==> src/rtl/alu_wb_stage_if.sv <==
// rtl/alu_wb_stage_if.sv - handshake bundle between ALU, writeback stage and register-file write port
//
// Purpose: groups the upstream (ALU -> stage) and downstream (stage -> register
// file) valid/ready streams of alu_wb_stage into one interface.
//
// Signals:
//   in_valid/in_ready     upstream handshake
//   in_result             ALU result (8 bits)
//   in_flag_z/n/c/v       ALU flags
//   in_flag_mask          per-flag update enables [3]=Z [2]=N [1]=C [0]=V
//   in_rd/in_rd_we        destination register index and write enable
//   out_valid/out_ready   downstream handshake
//   out_result/out_rd/out_rd_we  head entry toward the register file
//
// Modports:
//   master - the environment (ALU + register file) side
//   slave  - the alu_wb_stage side

interface alu_wb_stage_if #(
  parameter int RF_ADDR_W = 3
);
  logic                 in_valid;
  logic                 in_ready;
  logic [7:0]           in_result;
  logic                 in_flag_z;
  logic                 in_flag_n;
  logic                 in_flag_c;
  logic                 in_flag_v;
  logic [3:0]           in_flag_mask;
  logic [RF_ADDR_W-1:0] in_rd;
  logic                 in_rd_we;
  logic                 out_valid;
  logic                 out_ready;
  logic [7:0]           out_result;
  logic [RF_ADDR_W-1:0] out_rd;
  logic                 out_rd_we;

  modport master (
    output in_valid, in_result, in_flag_z, in_flag_n, in_flag_c, in_flag_v,
           in_flag_mask, in_rd, in_rd_we, out_ready,
    input  in_ready, out_valid, out_result, out_rd, out_rd_we
  );

  modport slave (
    input  in_valid, in_result, in_flag_z, in_flag_n, in_flag_c, in_flag_v,
           in_flag_mask, in_rd, in_rd_we, out_ready,
    output in_ready, out_valid, out_result, out_rd, out_rd_we
  );
endinterface

==> src/rtl/alu_wb_stage.sv <==
// rtl/alu_wb_stage.sv - ALU execute/writeback stage with 2-entry skid buffer and status register
//
// Purpose: registers ALU results into a main/skid buffer pair toward the
// register-file write port, maintains the {Z,N,C,V} status register under a
// per-flag mask (updated at accept time), and returns the carry to the ALU.
//
// Ports:
//   clk        system clock, rising edge
//   rst_n      asynchronous active-low reset
//   flush      synchronous discard of all buffered entries
//   bus        alu_wb_stage_if.slave (in_* upstream, out_* downstream)
//   status     architectural flags {Z,N,C,V}
//   carry_out  status[1], wired to the ALU carry_in
//   fwd_valid/fwd_rd/fwd_result  forwarding of the newest pending write
//
// Configuration: define ALU_WB_FWD_EN to build the forwarding outputs;
// otherwise fwd_* are tied to 0.

module alu_wb_stage #(
  parameter int RF_ADDR_W = 3
) (
  input  logic                 clk,
  input  logic                 rst_n,
  input  logic                 flush,
  alu_wb_stage_if.slave        bus,
  output logic [3:0]           status,
  output logic                 carry_out,
  output logic                 fwd_valid,
  output logic [RF_ADDR_W-1:0] fwd_rd,
  output logic [7:0]           fwd_result
);

  // Main entry is the head and drives out_*; skid catches one entry while
  // the head is stalled so in_ready can be a plain register.
  logic                 main_valid, main_valid_n;
  logic [7:0]           main_result, main_result_n;
  logic [RF_ADDR_W-1:0] main_rd, main_rd_n;
  logic                 main_we, main_we_n;
  logic                 skid_valid, skid_valid_n;
  logic [7:0]           skid_result, skid_result_n;
  logic [RF_ADDR_W-1:0] skid_rd, skid_rd_n;
  logic                 skid_we, skid_we_n;
  logic                 in_ready_q;
  logic [3:0]           status_n;
  logic [3:0]           in_flags;
  logic                 accept;
  logic                 drain;

  assign in_flags = {bus.in_flag_z, bus.in_flag_n, bus.in_flag_c, bus.in_flag_v};
  assign accept   = bus.in_valid && in_ready_q && !flush;
  assign drain    = main_valid && bus.out_ready;

  always_comb begin
    main_valid_n  = main_valid;
    main_result_n = main_result;
    main_rd_n     = main_rd;
    main_we_n     = main_we;
    skid_valid_n  = skid_valid;
    skid_result_n = skid_result;
    skid_rd_n     = skid_rd;
    skid_we_n     = skid_we;

    // in_ready_q is always !skid_valid, so accept never coincides with a
    // full skid; the branches below are therefore exhaustive.
    if (flush) begin
      main_valid_n = 1'b0;
      skid_valid_n = 1'b0;
    end else if (drain && skid_valid) begin
      main_valid_n  = 1'b1;
      main_result_n = skid_result;
      main_rd_n     = skid_rd;
      main_we_n     = skid_we;
      skid_valid_n  = 1'b0;
    end else if (accept && (!main_valid || drain)) begin
      main_valid_n  = 1'b1;
      main_result_n = bus.in_result;
      main_rd_n     = bus.in_rd;
      main_we_n     = bus.in_rd_we;
    end else if (accept) begin
      skid_valid_n  = 1'b1;
      skid_result_n = bus.in_result;
      skid_rd_n     = bus.in_rd;
      skid_we_n     = bus.in_rd_we;
    end else if (drain) begin
      main_valid_n = 1'b0;
    end

    status_n = status;
    if (accept) begin
      status_n = (status & ~bus.in_flag_mask) | (in_flags & bus.in_flag_mask);
    end
  end

  always_ff @(posedge clk or negedge rst_n) begin
    if (!rst_n) begin
      main_valid  <= 1'b0;
      main_result <= '0;
      main_rd     <= '0;
      main_we     <= 1'b0;
      skid_valid  <= 1'b0;
      skid_result <= '0;
      skid_rd     <= '0;
      skid_we     <= 1'b0;
      in_ready_q  <= 1'b1;
      status      <= 4'b0000;
    end else begin
      main_valid  <= main_valid_n;
      main_result <= main_result_n;
      main_rd     <= main_rd_n;
      main_we     <= main_we_n;
      skid_valid  <= skid_valid_n;
      skid_result <= skid_result_n;
      skid_rd     <= skid_rd_n;
      skid_we     <= skid_we_n;
      in_ready_q  <= !skid_valid_n;
      status      <= status_n;
    end
  end

  assign bus.in_ready   = in_ready_q;
  assign bus.out_valid  = main_valid;
  assign bus.out_result = main_result;
  assign bus.out_rd     = main_rd;
  assign bus.out_rd_we  = main_valid && main_we;
  assign carry_out      = status[1];

`ifdef ALU_WB_FWD_EN
  // Registered from the buffer's next state so fwd_* line up with the
  // buffer contents and have no combinational path from in_*.
  logic                 fwd_valid_n;
  logic [RF_ADDR_W-1:0] fwd_rd_n;
  logic [7:0]           fwd_result_n;

  always_comb begin
    if (skid_valid_n) begin
      fwd_valid_n  = skid_we_n;
      fwd_rd_n     = skid_rd_n;
      fwd_result_n = skid_result_n;
    end else begin
      fwd_valid_n  = main_valid_n && main_we_n;
      fwd_rd_n     = main_rd_n;
      fwd_result_n = main_result_n;
    end
  end

  always_ff @(posedge clk or negedge rst_n) begin
    if (!rst_n) begin
      fwd_valid  <= 1'b0;
      fwd_rd     <= '0;
      fwd_result <= '0;
    end else begin
      fwd_valid  <= fwd_valid_n;
      fwd_rd     <= fwd_rd_n;
      fwd_result <= fwd_result_n;
    end
  end
`else
  assign fwd_valid  = 1'b0;
  assign fwd_rd     = '0;
  assign fwd_result = '0;
`endif

endmodule

==> src/flat_wrapper.sv <==
// flat-port wrapper written by rule: the top's interface ports become plain ports
module alu_wb_stage_flat 
#(
  parameter int RF_ADDR_W = 3
)
  (clk, rst_n, flush, status, carry_out, fwd_valid, fwd_rd, fwd_result, bus_in_valid, bus_in_result, bus_in_flag_z, bus_in_flag_n, bus_in_flag_c, bus_in_flag_v, bus_in_flag_mask, bus_in_rd, bus_in_rd_we, bus_out_ready, bus_in_ready, bus_out_valid, bus_out_result, bus_out_rd, bus_out_rd_we);
  alu_wb_stage_if #(.RF_ADDR_W(RF_ADDR_W)) bus_i ();
  input  logic clk;
  input  logic rst_n;
  input  logic flush;
  output logic [3:0] status;
  output logic carry_out;
  output logic fwd_valid;
  output logic [RF_ADDR_W-1:0] fwd_rd;
  output logic [7:0] fwd_result;
  input wire logic [$bits(bus_i.in_valid)-1:0] bus_in_valid;
  input wire logic [$bits(bus_i.in_result)-1:0] bus_in_result;
  input wire logic [$bits(bus_i.in_flag_z)-1:0] bus_in_flag_z;
  input wire logic [$bits(bus_i.in_flag_n)-1:0] bus_in_flag_n;
  input wire logic [$bits(bus_i.in_flag_c)-1:0] bus_in_flag_c;
  input wire logic [$bits(bus_i.in_flag_v)-1:0] bus_in_flag_v;
  input wire logic [$bits(bus_i.in_flag_mask)-1:0] bus_in_flag_mask;
  input wire logic [$bits(bus_i.in_rd)-1:0] bus_in_rd;
  input wire logic [$bits(bus_i.in_rd_we)-1:0] bus_in_rd_we;
  input wire logic [$bits(bus_i.out_ready)-1:0] bus_out_ready;
  output wire logic [$bits(bus_i.in_ready)-1:0] bus_in_ready;
  output wire logic [$bits(bus_i.out_valid)-1:0] bus_out_valid;
  output wire logic [$bits(bus_i.out_result)-1:0] bus_out_result;
  output wire logic [$bits(bus_i.out_rd)-1:0] bus_out_rd;
  output wire logic [$bits(bus_i.out_rd_we)-1:0] bus_out_rd_we;
  assign bus_i.in_valid = bus_in_valid;
  assign bus_i.in_result = bus_in_result;
  assign bus_i.in_flag_z = bus_in_flag_z;
  assign bus_i.in_flag_n = bus_in_flag_n;
  assign bus_i.in_flag_c = bus_in_flag_c;
  assign bus_i.in_flag_v = bus_in_flag_v;
  assign bus_i.in_flag_mask = bus_in_flag_mask;
  assign bus_i.in_rd = bus_in_rd;
  assign bus_i.in_rd_we = bus_in_rd_we;
  assign bus_i.out_ready = bus_out_ready;
  assign bus_in_ready = bus_i.in_ready;
  assign bus_out_valid = bus_i.out_valid;
  assign bus_out_result = bus_i.out_result;
  assign bus_out_rd = bus_i.out_rd;
  assign bus_out_rd_we = bus_i.out_rd_we;
  alu_wb_stage #(.RF_ADDR_W(RF_ADDR_W)) u_core (.clk(clk), .rst_n(rst_n), .flush(flush), .bus(bus_i), .status(status), .carry_out(carry_out), .fwd_valid(fwd_valid), .fwd_rd(fwd_rd), .fwd_result(fwd_result));
endmodule
==> config.mk <==
export PLATFORM = sky130hd
export DESIGN_NAME = alu_wb_stage_flat
export DESIGN_NICKNAME = d
export VERILOG_FILES = /design/src/rtl/alu_wb_stage_if.sv /design/src/rtl/alu_wb_stage.sv /design/src/flat_wrapper.sv
export SDC_FILE = /design/constraint.sdc
export NUM_CORES = 1
export LEC_CHECK = 0
export ABC_AREA = 1
export BUFFER_PORTS_ARGS = -buffer_cell sky130_fd_sc_hd__buf_2
export CAP_MARGIN = 20
export CORE_ASPECT_RATIO = 1.1
export CORE_UTILIZATION = 49
export CTS_CLUSTER_SIZE = 14
export DETAILED_ROUTE_END_ITERATION = 12
export PLACE_DENSITY = 0.87
export SLEW_MARGIN = 10
export SYNTH_ARGS = -nofsm -noshare
export SYNTH_HDL_FRONTEND = slang
export SYNTH_SLANG_ARGS = --single-unit
==> constraint.sdc <==
create_clock -name clk -period 1.5 [get_ports clk]
set_input_delay 0.15 -clock clk [delete_from_list [all_inputs] [get_ports clk]]
set_output_delay 0.15 -clock clk [all_outputs]
set_load 0.1 [all_outputs]
# Yosys cells after proc, flatten, opt, wreduce, memory -nomap -nowiden

Cells that the tools add are included.

Equal/unequal tests: 1
Multiplexer cells: 15
Bitwise operators: 7
Reductions and logical operators: 15

Operators by type and width:

| operator                              | count |
|---|---|
| 8-bit 2-to-1 mux                      | 2 |
| 1-bit 2-to-1 mux                      | 11 |
| 4-bit AND                             | 2 |
| 1-bit logical AND                     | 6 |
| 3-bit 2-to-1 mux                      | 2 |
| 4-bit != test (second input constant) | 1 |
| 4-bit NOT                             | 1 |
| 4-bit OR                              | 1 |
| 2-bit AND reduction                   | 2 |
| 4-bit AND reduction                   | 1 |
| 4-bit nonzero test                    | 1 |
| 1-bit logical NOT                     | 3 |
| 1-bit NOT                             | 3 |
| 2-bit nonzero test                    | 1 |
| 1-bit logical OR                      | 1 |

Register bits: 31
Bits of input ports: 25
Word-level logic and storage cells: 48

# Logic depth before layout (Yosys ltp)

Depth in word-level cells: 7
Mapped depth: 7

# Worst setup path after synthesis

OpenSTA, ideal clock, no wires.

Path kind: register -> output
Start point: register u_core.main_valid, in the netlist u_core.bus.out_valid
End point: output bus_out_rd_we
Data arrival time: 2045 ps
Required time: 1350 ps
Path slack: -695 ps
Stages on the path, launching flop included: 5
Buffers on the path: 2
Cell sequence: dfrtp_1 -> buf_2 -> buf_2 -> nand2_1 -> inv_1

Longest elaborated chain between the ends: 1

RTL lines:

| element                | line                | source |
|---|---|---|
| from (decl)            | alu_wb_stage.sv:35  | `logic main_valid, main_valid_n;` |
| from (signal assigned) | alu_wb_stage.sv:107 | `main_valid <= main_valid_n;` |
| 1-bit logical AND      | alu_wb_stage.sv:124 | `assign bus.out_rd_we = main_valid && main_we;` |
| to (decl)              | flat_wrapper.sv:30  | `output wire logic [$bits(bus_i.out_rd_we)-1:0] bus_out_rd_we;` |

No other way between the ends.

# Final worst setup path

Same ends and word-level chain as after synthesis.

==> run_results.csv <==
group,metric,value,unit
clocking,cts_made_buffers,5,
detailed_routing,routedWlPerCell,11.7,um
cells_and_area,drive_above_1_share,0.289,
sta,fin_worst_skew,7.76,ps
grt,grt_use_met2,0.377,
grt,grt_first_pass_wirelength,5590,um
floorplan,dieArea,3430,um^2
grt,globalRouteMet3Util,0.0546,
power_and_ir_drop,internal_power,1.45,mW
floorplan,row_count,21,
critical_path,ff2ff_setup_slack,110,ps
clocking,cts-root-buf,"clkbuf_4",
cells_and_area,stdcell_count,280,
placed_design,portBuffers,43,
outcome,run_status,"completed",
sta,rsz0062_at_grt,"no",
power_and_ir_drop,p_leak,1.10,nW
floorplan,die_w,55.9,um
clocking,clock_sinks,31,
synth,yosys-top-cells-area,"dfrtp_1, nand2_1, nand3_1",
cells_and_area,antennaDiodeCount,0,
power_and_ir_drop,switching_share,0.467,
run,maxCapViolations,0,
power_and_ir_drop,p_clk_frac,0.198,
clocking,cts_tree,"done",
power_and_ir_drop,irDropWorstVdd,0.932,mV
cells_and_area,nets,270,
grt,grt_max_degree,20,
cells_and_area,fin_util,0.630,
synth,ys_async_sr_fraction,1.00,
sta,fmax,0.711,GHz
detailed_routing,drtIter0Drc,65,
grt,antenna_found_initial,0,
synth,synth.most_common_cell,"nand2_1",
synth,synth_seq_cells,31,
critical_path,start_kind,"flop",
synth,synth_cells,200,
hold_path,hold_path.class,"in2reg",
hold_path,whs_path_depth,2,
critical_path,cp.arrival,1260,ps
clocking,clock_latency,310,ps
synth,synth_top_area_share,0.479,
detailed_routing,ant_nets,0,
critical_path,criticalPathCategory,"reg2out",
critical_path,critPathMaxFanout,17,
floorplan,ioPinCount,56,
sta,drv_slew,0,
placed_design,dp_cells,271,
synth,synthTopCellsByCount,"nand2_1, dfrtp_1, nand3_1",
synth,synth_edf_count,0,
detailed_routing,avgViaCountPerCell,5.09,
clocking,h-tree-depth,2,
synth,synth_cell_types,15,
clocking,cts_buffer_depth,2,
placed_design,hpwl,2390,um
synth,avgSynthCellArea,7.83,um^2
grt,first_global_vias,1288,
synth,yosysSeqAreaShare,0.496,
sta,post-route-min-period,1410,ps
clocking,clk_pin_slew,90,ps
critical_path,end_kind,"output pin",
sta,hold_viol_final,0,
detailed_routing,wl,3270,um
sta,finalCritPeriodShare,0.937,
power_and_ir_drop,power_frac_seq,0.398,
floorplan,initial_core_util,0.514,
grt,busiest_layer,"met2",
power_and_ir_drop,p_sw,1.28,mW
floorplan,dieHeight,61.3,um
sta,setup_viol,0,
synth,synth_area_leader_cell,"dfrtp_1",
grt,grtUsageMet1,0.253,
placed_design,place.gp.congestion,0.841,
synth,yosys_most_used_dff,"dfrtp_1",
detailed_routing,drc,0,
detailed_routing,first_pass_iters,4,
power_and_ir_drop,combPwrFrac,0.404,
power_and_ir_drop,p_per_area,1420,nW/um^2
critical_path,reg2regPathDepth,6,
grt,overflow,0,
grt,track_usage,0.214,
critical_path,cp.required,1350,ps
floorplan,coreArea,3050,um^2
detailed_routing,vias,1425,
synth,ys_warn_count,0,
cells_and_area,area_growth,22.6,%
clocking,post_cts_buffers,0,
synth,syn_area,1570,um^2
[final timing paths]
path,startpoint,endpoint
hold reg to reg,u_core.skid_we$_DFFE_PN0P_,u_core.skid_we$_DFFE_PN0P_
min in group asynchronous,rst_n,u_core.skid_rd[2]$_DFFE_PN0P_
max in group asynchronous,rst_n,u_core.bus.out_valid$_DFFE_PN0P_
setup reg to reg,u_core.bus.in_ready$_DFF_PN1_,u_core.bus.out_rd[1]$_DFFE_PN0P_
hold / removal,flush,u_core.bus.out_valid$_DFFE_PN0P_
setup / recovery,u_core.bus.out_valid$_DFFE_PN0P_,bus_out_rd_we
[critical path, cell delays in order (launching register included)]
cell	delay [ps]
dfrtp_4	590
nand2_4	100
clkinvlp_4	80
buf_12	170
[metal layers]
metal,vias up,part of all wire
met3,4,0.086
met5,-,0
met2,72,0.48
met4,0,0.012
li1,712,-
met1,637,0.42
[cell usage in the layout, fill, tap and decap left out]
| master | count |
|---|---|
| a31oi_1 | 1 |
| nand2_4 | 2 |
| nand4_1 | 13 |
| clkbuf_4 | 5 |
| dlygate4sd3_1 | 1 |
| buf_2 | 40 |
| buf_12 | 3 |
| buf_4 | 8 |
| clkbuf_1 | 1 |
| dfstp_4 | 1 |
| nand3_1 | 29 |
| nand2_2 | 3 |
| dfrtp_4 | 1 |
| conb_1 | 12 |
| nor2_4 | 1 |
| a21oi_1 | 1 |
| clkinvlp_4 | 1 |
| inv_1 | 1 |
| nand2_1 | 87 |
| nand3_2 | 1 |
| dfrtp_1 | 29 |
| clkbuf_8 | 2 |
| inv_2 | 3 |
[kinds of logic (layout without fill, tap and decap cells)]
kind of cell / after synthesis / in the layout / synth area share
AOI/OAI and AO/OA: 2 / 2 / 0.00719
buffers and inverters: 30 / 65 / 0.116
DFF: 31 / 31 / 0.496
other: 1 / 12 / 0.00239
and+or+nand+nor: 136 / 136 / 0.379
[stage by stage]
stage                     setup TNS, ps  power [mW]  hold slack, ps  setup WS (ps)  area [um^2]
after detailed placement              0        2.20            63.2           89.5         1840
final                                 0        2.73            40.3           94.1         1920
after floorplan                   -20.8        2.03            -146          -20.8         1650
after global routing                  0        2.86            36.3           11.4         1920
after global placement                0        2.19            62.0            131         1840
after CTS                             0        2.75            29.9           56.4         1920
[power by group through the flow]
stage	Combinational (mW)	Sequential, mW	Clock (mW)
after floorplan	0.418	1.61	0
after global placement	1.09	1.09	0
after detailed placement	1.11	1.10	0
after CTS	1.11	1.08	0.562
after global routing	1.17	1.10	0.588
final	1.10	1.09	0.540
[cell type report]
cell class,instances,area [um^2]
clock buffer,8,68.8
fill,267,1130
inverter,5,22.5
multi-input combinational,150,672
sequential,31,785
tap,34,42.5
timing repair buffer,52,330
[repair_timing]
item                                    4_1_cts  5_1_grt
endpoints found under the hold margin        24        0
hold buffers                                  1        0
gates cloned                                  0        0
gates resized for setup                       1        1
endpoints found under the setup margin        1       12
No activity file was read; power rests on OpenSTA's default activity.
